`config.mk`:
```
export PLATFORM = sky130hd
export DESIGN_NAME = count_seq_ctrl
export DESIGN_NICKNAME = d
export VERILOG_FILES = /design/src/rtl/count_seq_pkg.sv /design/src/rtl/updown_cnt3_core.sv /design/src/rtl/count_seq_ctrl.sv
export SDC_FILE = /design/constraint.sdc
export NUM_CORES = 1
export LEC_CHECK = 0
export CORE_UTILIZATION = 35
export DETAILED_ROUTE_END_ITERATION = 12
export GPL_ROUTABILITY_DRIVEN = 1
export PLACE_DENSITY = 0.64
export RECOVER_POWER = 25
export SETUP_SLACK_MARGIN = 0.15
export SLEW_MARGIN = 25
export SYNTH_ARGS = -nofsm -noshare
export SYNTH_HDL_FRONTEND = slang
export SYNTH_HIERARCHICAL = 1
export SYNTH_SLANG_ARGS = --single-unit
export TNS_END_PERCENT = 30
```
`constraint.sdc`:
```
create_clock -name clk -period 4 [get_ports clk]
set_clock_uncertainty 0.2 [all_clocks]
set_input_delay 0.6 -clock clk [delete_from_list [all_inputs] [get_ports clk]]
set_output_delay 0.6 -clock clk [all_outputs]
set_load 0.01 [all_outputs]
```
`src/rtl/count_seq_pkg.sv`:
```
// Shared constants and state encoding for the count-sequence controller slice.
package count_seq_pkg;

  localparam int unsigned CNT_W = 3;
  localparam int unsigned ST_W  = 2;

  typedef logic [ST_W-1:0] state_t;

  localparam logic [ST_W-1:0] IDLE = 2'd0;
  localparam logic [ST_W-1:0] LOAD = 2'd1;
  localparam logic [ST_W-1:0] RUN  = 2'd2;
  localparam logic [ST_W-1:0] DONE = 2'd3;

endpackage

```
`src/rtl/updown_cnt3_core.sv`:
```
// 3-bit modulo-8 up/down counter with synchronous load and a combinational wrap flag.
module updown_cnt3_core
  import count_seq_pkg::*;
(
  input  logic             clk,
  input  logic             reset_in,
  input  logic             load,
  input  logic             en,
  input  logic             up,
  input  logic [CNT_W-1:0] load_val,
  output logic [CNT_W-1:0] cnt_q,
  output logic             wrap_c
);

  // A load always wins, so a wrap is only flagged on a genuine step.
  assign wrap_c = en && !load && (up ? (cnt_q == '1) : (cnt_q == '0));

  always_ff @(posedge clk or negedge reset_in) begin
    if (!reset_in) begin
      cnt_q <= '0;
    end else if (load) begin
      cnt_q <= load_val;
    end else if (en) begin
      cnt_q <= up ? (cnt_q + CNT_W'(1)) : (cnt_q - CNT_W'(1));
    end
  end

endmodule

```
`src/rtl/count_seq_ctrl.sv`:
```
// Runs a commanded start->end count for cmd_loops+1 passes, with hold, abort
// and registered pass/sequence/wrap pulses.
module count_seq_ctrl
  import count_seq_pkg::*;
#(
  parameter int unsigned LOOP_W = 2
) (
  input  logic              clk,
  input  logic              reset_in,
  input  logic              cmd_valid,
  output logic              cmd_ready,
  input  logic [CNT_W-1:0]  cmd_start,
  input  logic [CNT_W-1:0]  cmd_end,
  input  logic              cmd_up,
  input  logic [LOOP_W-1:0] cmd_loops,
  input  logic              hold_in,
  input  logic              abort_in,
  output logic [CNT_W-1:0]  cnt_q,
  output logic              busy,
  output logic              pass_done,
  output logic              seq_done,
  output logic              wrap_out
);

  state_t            state;
  state_t            state_nxt;
  logic [CNT_W-1:0]  start_r;
  logic [CNT_W-1:0]  end_r;
  logic              up_r;
  logic [LOOP_W-1:0] loops_r;

  logic cap_en;
  logic ld_en;
  logic step_en;
  logic rem_dec;
  logic pass_nxt;
  logic seq_nxt;
  logic wrap_c;

  updown_cnt3_core u_cnt (
    .clk      (clk),
    .reset_in (reset_in),
    .load     (ld_en),
    .en       (step_en),
    .up       (up_r),
    .load_val (start_r),
    .cnt_q    (cnt_q),
    .wrap_c   (wrap_c)
  );

  // Next-state and per-cycle control decode; abort outranks hold.
  always_comb begin
    state_nxt = state;
    cap_en    = 1'b0;
    ld_en     = 1'b0;
    step_en   = 1'b0;
    rem_dec   = 1'b0;
    pass_nxt  = 1'b0;
    seq_nxt   = 1'b0;
    case (state)
      IDLE: begin
        if (cmd_valid && cmd_ready) begin
          cap_en    = 1'b1;
          state_nxt = LOAD;
        end
      end
      LOAD: begin
        if (abort_in) begin
          state_nxt = IDLE;
        end else begin
          ld_en     = 1'b1;
          state_nxt = RUN;
        end
      end
      RUN: begin
        if (abort_in) begin
          state_nxt = IDLE;
        end else if (!hold_in) begin
          if (cnt_q != end_r) begin
            step_en = 1'b1;
          end else begin
            pass_nxt = 1'b1;
            if (loops_r == '0) begin
              seq_nxt   = 1'b1;
              state_nxt = DONE;
            end else begin
              rem_dec   = 1'b1;
              state_nxt = LOAD;
            end
          end
        end
      end
      default: state_nxt = IDLE;
    endcase
  end

  always_ff @(posedge clk or negedge reset_in) begin
    if (!reset_in) begin
      state     <= IDLE;
      cmd_ready <= 1'b1;
      busy      <= 1'b0;
      pass_done <= 1'b0;
      seq_done  <= 1'b0;
      wrap_out  <= 1'b0;
    end else begin
      state     <= state_nxt;
      cmd_ready <= (state_nxt == IDLE);
      busy      <= (state_nxt != IDLE);
      pass_done <= pass_nxt;
      seq_done  <= seq_nxt;
      wrap_out  <= wrap_c;
    end
  end

  // Captured command; loops_r doubles as the remaining-pass counter.
  always_ff @(posedge clk or negedge reset_in) begin
    if (!reset_in) begin
      start_r <= '0;
      end_r   <= '0;
      up_r    <= 1'b0;
      loops_r <= '0;
    end else if (cap_en) begin
      start_r <= cmd_start;
      end_r   <= cmd_end;
      up_r    <= cmd_up;
      loops_r <= cmd_loops;
    end else if (rem_dec) begin
      loops_r <= loops_r - LOOP_W'(1);
    end
  end

endmodule

```
* Word level (Yosys, flattened, before mapping)
Cells that the tools add are included.
Cells by class: mux-type cells 35, add/sub/neg operators 3, equality and inequality tests 4, reduce and logical (&&, ||, !) cells 11
Operators with widths (number):
- 1-bit 2-to-1 mux | 23
- 2-bit 2-to-1 mux | 8
- 3-bit 2-to-1 mux | 3
- 2-bit logical NOT | 3
- 2-bit one-hot mux with 3 select lines | 1
- 2-bit nonzero test | 3
- 3-bit by 1-bit adder with 3-bit output (second input constant) | 1
- 3-bit equality test (second input constant) | 1
- 1-bit logical AND | 3
- 3-bit logical NOT | 1
- 3-bit inequality test | 1
- 3-bit by 1-bit subtractor with 3-bit output (second input constant) | 1
- 2-bit by 1-bit equality test with 1-bit output (second input constant) | 1
- 2-bit equality test (second input constant) | 1
- 2-bit by 1-bit subtractor with 2-bit output (second input constant) | 1
- 1-bit logical NOT | 1
Word-level totals: input bits 14, output and inout bits 8, bits in registers 19

* Longest topological paths before layout
Gate-level depths: netlist of run 1.
word-level depth 8, gate-level depth with buffers 6, mapped depth without buffers 6

* Hierarchy
Netlist of run 1, hierarchy kept.
Modules (own cells, without submodules):
- count_seq_ctrl | seq. area each 401.6 µm², cells each 57, times used 1, area an instance 713.2 µm²
- updown_cnt3_core | seq. area each 75.1 µm², cells each 21, times used 1, area an instance 206.4 µm²

* Worst setup path after synthesis of run 1
Ideal clock, no wire load.
kind input port to flip-flop, from in abort_in, to reg u_cnt.cnt_q[2], arrival time 1.718 ns, path buffers 0, cell stages on the path 5, slack 2.012 ns, required time 3.731 ns, library setup time 0.069 ns, cell sequence nor4b_4 > nor2b_1 > nand2b_1 > or3_1 > nand3_1
On the way: cells in the longest elaborated chain, start to end 3, elaborated cells between the ends (all ways) 6, classes of those cells mux: 5; reduce/logical: 1
RTL lines:
- start, declared | line count_seq_ctrl.sv:17 | input logic abort_in,
- 1-bit 2-to-1 mux | line count_seq_ctrl.sv:76 | if (abort_in) begin
- 1-bit 2-to-1 mux | line count_seq_ctrl.sv:60 | case (state)
- net step_en | line count_seq_ctrl.sv:34 | logic step_en;
- 2-bit nonzero test (no line)
- end signal, assigned | line updown_cnt3_core.sv:22 | cnt_q <= load_val;
- end signal, assigned | line updown_cnt3_core.sv:24 | cnt_q <= up ? (cnt_q + CNT_W'(1)) : (cnt_q - CNT_W'(1));
- end, declared | line updown_cnt3_core.sv:11 | output logic [CNT_W-1:0] cnt_q,
The timed path passes the listed nets, and every way through them passes these cells. A chain may end at the register's enable or synchronous reset.

* Final worst setup path of run 1
Ends and elaborated chain as after synthesis.

==> results of run 1 <==
[cell families (layout without fill, tap and decap cells)]
group	after synthesis	after routing
simple gates	28	28
flops	19	19
compound gates	9	9
mux	8	8
buf+inv	7	31
xor+xnor	5	5
fa+ha+maj	2	2
[power breakdown]
group	switching (uW)	total, uW	internal [uW]
clock network	56.8	95.5	38.7
logic	149	335	187
registers	75.9	348	272
total	281	779	497
[metal layers]
metal  part of all wire  track usage
met5                  0            0
met4             0.0097       0.0658
met3              0.027      0.00862
met2               0.49        0.210
met1               0.47        0.160
[path summary, 6_finish.rpt]
| check | cells after the start | endpoint | slack, ns |
|---|---|---|---|
| worst max-delay path | 6 | u_cnt/cnt_q[2]$_DFFE_PN0P_ | 1.58 |
| worst min-delay path | 2 | u_cnt/cnt_q[0]$_DFFE_PN0P_ | 0.29 |
| worst max register to register | 6 | u_cnt/cnt_q[2]$_DFFE_PN0P_ | 1.99 |
| worst min register to register | 2 | u_cnt/cnt_q[0]$_DFFE_PN0P_ | 0.29 |
| max in group asynchronous | 1 | start_r[2]$_DFFE_PN0P_ | 2.43 |
| min in group asynchronous | 1 | busy$_DFF_PN0_ | 0.65 |
[worst max-delay path, stage by stage]
cell and delay (ns):
dlygate4sd3_1 0.60, nor4b_4 0.32, nor2b_1 0.36, nand2b_1 0.13, or3_1 0.35, nand3_1 0.08
[layout make-up]
type	count	area (um^2)	share of cell area
Tap cell	30	37.5	0.0316
Sequential cell	19	477	0.401
Clock buffer	4	26.3	0.0221
Inverter	6	22.5	0.0189
Multi-Input combinational cell	52	415	0.349
Timing Repair Buffer	21	210	0.177
[per-stage QoR]
step,hold slack [ns],utilization,cells
2_1_floorplan,0.104,-,78
3_3_place_gp,0.271,0.469,128
3_5_place_dp,0.273,0.469,128
4_1_cts,0.299,0.480,132
5_1_grt,0.349,0.480,132
6_report,0.290,0.480,132
[layout by cell type, fill, tap and decap left out, types with 2 or more instances in the layout]
cell type and instances:
inv_1 6, xnor2_1 2, dlygate4sd3_1 2, o21ai_0 2
and3_1 2, nor2_1 6, clkdlybuf4s50_1 19, clkbuf_4 3
xnor2_2 2, dfrtp_1 18, nand2_1 4, a31oi_1 2
nand2b_1 3, mux2_2 7, nand3_1 4
[sequential cells by signal, summed over array words and instances (netlist names), 2 cells and up]
name / count
state: 2
loops_r: 2
start_r: 3
end_r: 3
u_cnt/cnt_q: 3
==> impl_results.md, run 1 <==
- Classification of the worst setup path: in2reg
- Fmax: 0.413 GHz
- Mapped Cells: 78
- CP Launch Type: input pin
- Post-synthesis mux area share: 0.0966
- Vias per cell: 5.02
- Pre-antenna DRT Iters: 4
- Syn Area/Cell: around 12 um^2
- Flops & latches, synth: 19
- Setup Viol. Count Final: 0
- Finished Cell Area: 1190 um^2
- Clock Tree Root: clkbuf_4
- DRT iter0 DRCs: 24
- Yosys top cell area share: 0.490
- CP Launch Point: abort_in
- Worst Tran Pin Value: 0.845 ns
- Hold Startpoint: start_r[0]$_DFFE_PN0P_
- Status: finished, final reports clean
- Main combinational cell family by area after synthesis: simple AND/OR/NAND/NOR gates
- Most common library cells after synthesis: dfrtp_1 (18), mux2_2 (7), inv_1 (6), nor2_1 (6)
- Rows: 18
- Synth Flop Type: dfrtp_1
- Routed vias: 663
- CTS HTree Levels: 1
- Routed WL per cell: 12.5 um
- Total die area: 2840 um^2
- Worst vdd rail ir drop: approximately 0.32 mV
- Synth area leader: dfrtp_1
- Final worst slack: 1.58 ns
- Antenna diode instance count: 0
- # Max-Cap Violations: 0
- Post-synth ARST share: 1.00
- Global route overflow: 0
- Die Width: 53.3 um
- Crit path max fanout: 4
- DRC Markers: 0
- Pwr dens: 655 nW/um^2
- Total power: 779 uW
- Ports: 22
- Xor and xnor area share after synthesis: 0.0639
- Yosys warning count: 6
- DRT antenna net count: 0
- Synth Area in Adders: 0.0354
- Placed inst area: 1160 um^2
- Drt total wl: 1.65 mm
- Type of destination of the critical path: flip-flop
- Die height: between 50 and 60 um
- TNS Setup: 0 ns
- Slew Viols, Final: 0
- Starting density of the core: 0.371
- Netlist cell types: 32
- # nets final: 119
- Largest net degree at the start of global routing: 20
- Post CTS Setup Buffer Count: 0
- Post-cts sizing count: 0
- Final worst-path cycle share: 0.606
- # port buffers: 21
- Area Overhead vs Synth: 29.3%
- Largest cells by area after synthesis: dfrtp_1 (49%), mux2_2 (8.6%), xnor2_2 (3.5%), dfstp_2 (2.9%), nor4b_4 (2.6%)
- Seq/Total Area, Yosys: 0.518
- Detailed placement HPWL: approximately 1.3 mm
- Tot GR Track Use: 0.126
- Most frequent cell after synthesis: dfrtp_1
- Total CTS buffers: 3
- Number of global-route vias before repair: 623
- RSZ-0062 raised after global routing: no
- Hold crit path type: reg2reg
- Simple-Gate Fraction of Synth Area: 0.192
- Final Hold Vio Count: 0
- RR Startpoint: u_cnt/cnt_q[1]$_DFFE_PN0P_
- Pre-CTS WS: 1.38 ns
- Worst-path clk slew: 0.10 ns
- Core area: 2480 um^2
- First-pass GRT wire length: 2.57 mm
- Post-layout minimum cycle time: 2.42 ns
- Layout fillers: 253
- Clk_lat worst skew: 0.29 ns
- CTS tree: built
- Antenna violations before repair: 0
- Num Clock Sinks: 19
- Post-CTS Hold Buffers: 0
- Compound-cell area share of the yosys netlist: 0.0639
- Mapped cell area: roughly 920 um^2
- Placer Congestion: 0.770
- Syn_nets: 94
- Rel. slew slack: 0.435
- Data arrival, critical path: between 2 and 2.5 ns
- Clock Tree Buf Depth: 2
- EDFF count, synth: 0
- LEAKAGE: 0.000515 uW
- Share of cells above drive strength 1: 0.167
- CP Data Required Time: between 4 and 5 ns
Power figures use the tool's default switching activity.
==> run 2, diff against run 1 <==
- clock period: 4 -> 2.5 ns (I/O delays scaled with it)
==> run 2 against run 1 <==
Core utilization rose by 0.45 points. Routed wire length rose by 1.9%. Worst setup slack lost 1.1 ns. Sequential cell count unchanged. Critical path type is now reg2out. Largest power group unchanged.
==> impl_results.md, run 2 (synthesized netlist as in run 1, its figures left out) <==
- Status: finished, final reports clean
- Sequential share of power: 0.441 (-0.006)
- Hold Startpoint: start_r[1]$_DFFE_PN0P_
- CP max-delay cell: clkdlybuf4s50_1
- Total CTS buffers: 3 (unchanged)
- RR Startpoint: u_cnt/cnt_q[1]$_DFFE_PN0P_
- Area Overhead vs Synth: 30.5%
- Post-CTS Hold Buffers: 0 (unchanged)
- Total die area: 2840 um^2 (unchanged)
- RSZ-0062 raised after global routing: no
- Starting density of the core: 0.371 (unchanged)
- Clock Tree Root: clkbuf_4
- Ports: 22 (unchanged)
- Crit path max fanout: 6 (+2)
- Commonest non-fill, non-tap cell in the layout: clkdlybuf4s50_1
- First-pass GRT wire length: 2.67 mm (+4.1%)
- CP delay by family, top: buffers and inverters
- Setup Viol. Count Final: 0 (unchanged)
- # nets final: 121 (+1.7%)
- Worst Tran Pin Value: 1.04 ns (+0.195 ns)
- Antenna violations before repair: 0 (unchanged)
- Leading cell types in the layout, fill and taps excluded: clkdlybuf4s50_1 (20), dfrtp_1 (18), mux2_2 (7), nor2_1 (6), inv_1 (6)
- Final Hold Vio Count: 0 (unchanged)
- Rel. slew slack: 0.306 (-0.128)
- Post-cts sizing count: 0 (unchanged)
- Num Clock Sinks: 19 (unchanged)
- WP buf/inv: 1 (unchanged)
- Type of destination of the critical path: output pin
- Tot GR Track Use: 0.130 (+0.00417)
- DRC Markers: 0 (unchanged)
- Final worst slack: 0.514 ns (-1.06 ns)
- Largest net degree at the start of global routing: 20 (unchanged)
- Combinational power share: 0.434 (+0.003)
- Sequential cell area: 477 um^2 (unchanged)
- Critical Path Max Stage Delay: 0.60 ns (about the same)
- Area of the multi-input gates: 415 um^2 (unchanged)
- Vias per cell: 4.96 (-1.2%)
- Drt total wl: 1.68 mm (+1.9%)
- Pwr dens: 1050 nW/um^2 (+61%)
- Antenna diode instance count: 0 (unchanged)
- Die Width: 53.3 um (unchanged)
- Sw Ratio: 0.366 (+0.00423)
- DRT iter0 DRCs: 8 (-67%)
- DRT antenna net count: 0 (unchanged)
- Slew Viols, Final: 0 (unchanged)
- Rows: 18 (unchanged)
- Clk_lat worst skew: 0.29 ns (about the same)
- Worst vdd rail ir drop: 0.531 mV (+68%)
- LEAKAGE: 0.000521 uW (+1.3%)
- R2R Path End: u_cnt/cnt_q[2]$_DFFE_PN0P_
- Placer Congestion: 0.774 (+0.55%)
- Switching pwr: 462 uW (+64%)
- Pre-CTS WS: 0.230 ns (-1.15 ns)
- Final worst-path cycle share: 0.794
- Die height: 53.3 um (unchanged)
- CP Data Required Time: 1.92 ns (-2.11 ns)
- R2R depth: 7 (+1)
- Global route overflow: 0 (unchanged)
- R2r setup slk: 0.65 ns (-1.34 ns)
- Post-layout minimum cycle time: about 2.0 ns
- Int Power: 801 uW (+61%)
- WHS Endpoint: u_cnt/cnt_q[1]$_DFFE_PN0P_
- Hold path cells: 2 (unchanged)
- TNS Setup: 0 ns (unchanged)
- Routed WL per cell: 12.6 um (+0.35%)
- Routed vias: 665 (+0.30%)
- Number of global-route vias before repair: 613 (-1.6%)
- Data arrival, critical path: 1.41 ns (-1.04 ns)
- # Max-Cap Violations: 0 (unchanged)
- # port buffers: 21 (unchanged)
- CP Launch Type: flip-flop
- Clock Tree Buf Depth: 2 (unchanged)
- Hold crit path type: reg2reg
- CTS tree: built
- Largest regs: end_r (3), start_r (3), u_cnt/cnt_q (3)
- Detailed placement HPWL: 1.23 mm (-2.6%)
- Classification of the worst setup path: reg2out
- Core area: 2480 um^2 (unchanged)
- Fmax: 0.504 GHz
- Share of cells above drive strength 1: 0.173 (+0.00641)
- CTS HTree Levels: 1 (unchanged)
- Layout fillers: 254 (+0.40%)
- Worst-path clk slew: 0.10 ns (about the same)
- Post CTS Setup Buffer Count: 0 (unchanged)
- CP Cell Sequence: clkdlybuf4s50_1
- Clock network power share: 0.125 (+0.002)
- Pre-antenna DRT Iters: 4 (unchanged)
==> run 2: power groups by stage <==
stage / clock network (uW) / logic, uW / registers, uW
floorplan: 0 / 366 / 557
global placement: 0 / 531 / 560
detailed placement: 0 / 546 / 564
CTS: 158 / 550 / 559
global route: 168 / 607 / 576
finish: 157 / 548 / 557
==> run 2: metal layers <==
| metal | up-vias | wire [um] | track usage |
|---|---|---|---|
| met5 | - | 0 | 0 |
| met4 | 0 | 18 | 0.0526 |
| met3 | 2 | 23 | 0.00862 |
| met2 | 8 | 822 | 0.217 |
| met1 | 330 | 820 | 0.173 |
| li1 | 325 | - | - |
==> run 2: how the worst max path moves through the flow <==
stage | start | end | slack (ns) | cells after the start
5_1_grt | u_cnt/cnt_q[0]$_DFFE_PN0P_ | cnt_q[0] | 0.46 | 1
6_report | u_cnt/cnt_q[0]$_DFFE_PN0P_ | cnt_q[0] | 0.51 | 1
2_1_floorplan | u_cnt/cnt_q[1]$_DFFE_PN0P_ | u_cnt/cnt_q[2]$_DFFE_PN0P_ | 0.62 | 6
3_3_place_gp | abort_in | loops_r[1]$_DFFE_PN0P_ | 0.28 | 5
3_5_place_dp | abort_in | loops_r[1]$_DFFE_PN0P_ | 0.23 | 5
4_1_cts | u_cnt/cnt_q[0]$_DFFE_PN0P_ | cnt_q[0] | 0.50 | 1
==> run 2: worst register-to-register path: stages, from the launching register on <==
cell and delay [ns]:
dfrtp_1 0.47, xnor2_1 0.20, and3_1 0.22, nor2b_1 0.16
buf_4 0.16, nor2_1 0.04, a22oi_1 0.19, nand3_1 0.10
==> run 2: layout make-up <==
class	count	area share
clock buffer	4	0.0219
inverter	6	0.0188
multi-input combinational	52	0.346
sequential	19	0.397
tap	30	0.0313
timing repair buffer	23	0.185
==> run 2: per-stage QoR <==
stage	cells	cell area [um^2]	power, uW	hold slack, ns	util
2_1_floorplan	78	920	923	-0.121	-
3_3_place_gp	130	1180	1090	0.270	0.475
3_5_place_dp	130	1180	1110	0.275	0.475
4_1_cts	134	1200	1270	0.207	0.486
5_1_grt	134	1200	1350	0.337	0.484
6_report	134	1200	1260	0.295	0.484
==> run 3, diff against run 2 <==
- PLACE_DENSITY: 0.64 -> 0.66
- clock period: 2.5 -> 1.79 ns (I/O delays scaled with it)
==> run 3 against run 2 <==
The run now ends with negative setup slack left. Clock power is 43% higher. Non-clock buffer count is 17 higher. First-iteration DRC count is 130% higher. Sequential power is 38% higher. Largest power group is now combinational logic.
==> impl_results.md, run 3 (synthesized netlist as in run 1, its figures left out) <==
- DRT antenna net count: 0 (unchanged)
- Rel. slew slack: 0.332 (+0.0256)
- Slew Viols, Final: 0 (unchanged)
- Placed inst area: 1250 um^2 (+6.3%)
- Hold slack: 0.154 ns (-0.141 ns)
- Final worst slack: -0.00406 ns (-0.518 ns)
- Rows: 18 (unchanged)
- Leading cell types in the layout, fill and taps excluded: dfrtp_1 (15), buf_4 (14), clkdlybuf4s50_1 (10), mux2_2 (7), nor2_1 (6)
- Antenna violations before repair: 0 (unchanged)
- Number of global-route vias before repair: 725 (+18%)
- Largest net degree at the start of global routing: 20 (unchanged)
- CP Data Required Time: 1.84 ns (-0.08 ns)
- Hold crit path type: in2reg
- Finished Cell Area: 1420 um^2 (+18%)
- Area Overhead vs Synth: 53.9%
- Final worst-path cycle share: 1.00
- WHS Endpoint: state[1]$_DFF_PN0_
- Type of destination of the critical path: flip-flop
- Crit path max fanout: 3 (-3)
- CP Launch Type: flip-flop
- Drt total wl: 1.97 mm (+17%)
- Fmax: ~0.56 GHz
- Starting density of the core: 0.371 (unchanged)
- CTS tree: built
- Total CTS buffers: 3 (unchanged)
- Status: complete, but fails checks
- Share of cells above drive strength 1: 0.413 (+0.240)
- R2r setup slk: -0.004 ns (-0.65 ns)
- Largest regs: end_r (3), start_r (3), u_cnt/cnt_q (3)
- Detailed placement HPWL: 1.36 mm (+10%)
- Pwr dens: 1490 nW/um^2 (+41%)
- Core area: 2480 um^2 (unchanged)
- Failing checks: negative setup slack
- First-pass GRT wire length: 3.11 mm (+17%)
- Ports: 22 (unchanged)
- R2R depth: 7 (unchanged)
- Worst vdd rail ir drop: 0.740 mV (+40%)
- Pre-antenna DRT Iters: 4 (unchanged)
- # nets final: 138 (+14%)
- Post-CTS Hold Buffers: 0 (unchanged)
- Clk_lat worst skew: 0.30 ns (about the same)
- Data arrival, critical path: 1.84 ns (+0.43 ns)
- Classification of the worst setup path: reg2reg
- Hold path cells: 3 (+1)
- Routed vias: 759 (+14%)
- Setup Viol. Count Final: 1 (+1)
- RSZ-0062 raised after global routing: yes
- # Max-Cap Violations: 0 (unchanged)
- R2R Path End: u_cnt/cnt_q[2]$_DFFE_PN0P_
- Die height: 53.3 um (unchanged)
- Clock Tree Buf Depth: 2 (unchanged)
- Final Hold Vio Count: 0 (unchanged)
- DRC Markers: 0 (unchanged)
- Antenna diode instance count: 0 (unchanged)
- RR Startpoint: u_cnt/cnt_q[2]$_DFFE_PN0P_
- Die Width: 53.3 um (unchanged)
- Vias per cell: 5.03 (+1.3%)
- Global route overflow: 0 (unchanged)
- LEAKAGE: 0.000671 uW (+29%)
- DRT iter0 DRCs: 18 (+10)
- Commonest non-fill, non-tap cell in the layout: dfrtp_1
- Layout Cells excl Fill: 151 (+13%)
- Tot GR Track Use: 0.158 (+0.0275)
- Hold Startpoint: hold_in
- Post-layout minimum cycle time: roughly 1.8 ns
- Placer Congestion: 0.854 (+10%)
- Clock Tree Root: clkbuf_4
- Num Clock Sinks: 19 (unchanged)
- Total die area: 2840 um^2 (unchanged)
- CTS HTree Levels: 1 (unchanged)
- DP Cell Count: 138 (+6.2%)
- Worst-path clk slew: 0.12 ns (+0.02 ns)
- # port buffers: 21 (unchanged)
- Layout fillers: 222 (-13%)
- Routed WL per cell: 13.1 um (+3.9%)
- Worst Tran Pin Value: 1.00 ns (-0.0384 ns)
- Pre-CTS WS: -0.274 ns (-0.504 ns)
## run 3: where the power goes
group / switching, uW / internal, uW / total [uW]
combinational: 471 / 643 / 1110
sequential: 154 / 613 / 767
clock: 139 / 85.1 / 224
## run 3: through the flow
step | setup TNS, ns | power, uW | util
5_1_grt | -0.0457 | 2260 | 0.571
3_3_place_gp | -1.50 | 1610 | 0.505
6_report | -0.00406 | 2100 | 0.571
2_1_floorplan | 0 | 1320 | -
3_5_place_dp | -1.79 | 1640 | 0.505
4_1_cts | 0 | 2070 | 0.557
## run 3: cell type report
class                      count  area, um^2  share of cell area
multi-input combinational     52         483               0.341
sequential                    19         480               0.340
timing repair buffer          40         359               0.254
tap                           30        37.5              0.0265
inverter                       6        25.0              0.0177
clock buffer                   3        22.5              0.0159
clock inverter                 1        7.51             0.00531
## run 3: how the worst max path moves through the flow
stage                                          start                    endpoint  slack [ns]  depth (start not counted)
final                     u_cnt/cnt_q[2]$_DFFE_PN0P_  u_cnt/cnt_q[2]$_DFFE_PN0P_      -0.004                          7
after global routing      u_cnt/cnt_q[2]$_DFFE_PN0P_  u_cnt/cnt_q[2]$_DFFE_PN0P_       -0.05                          7
after CTS                 u_cnt/cnt_q[2]$_DFFE_PN0P_  u_cnt/cnt_q[2]$_DFFE_PN0P_        0.05                          7
after detailed placement                    abort_in      loops_r[1]$_DFFE_PN0P_       -0.27                          5
after global placement                      abort_in      loops_r[1]$_DFFE_PN0P_       -0.23                          5
after floorplan           u_cnt/cnt_q[0]$_DFFE_PN0P_  u_cnt/cnt_q[2]$_DFFE_PN0P_        0.05                          6
## run 3: critical path, cell delays in order, from the launching register on
cell and delay, ns:
dfrtp_2 0.43, buf_6 0.13, xnor2_4 0.12, and3_4 0.19
nor2b_4 0.13, nand2b_1 0.08, or3_1 0.37, nand3_2 0.08
## run 3: metal layers
layer  global-route usage  vias up  routed length (um)  share of wire
met1                0.174      381                 857           0.43
met2                0.279       18                1040           0.53
met5                    0        -                   0              0
met3               0.0345        4                  67          0.034
met4               0.0789        0                  10         0.0051
li1                     -      356                   -              -
## run 3: what timing repair did
item / 4_1_cts / 5_1_grt
pin swaps: 10 / 6
gates resized for setup: 15 / 17
setup buffers: 8 / 1
setup endpoints to repair: 18 / 13
endpoints found under the hold margin: 0 / 0
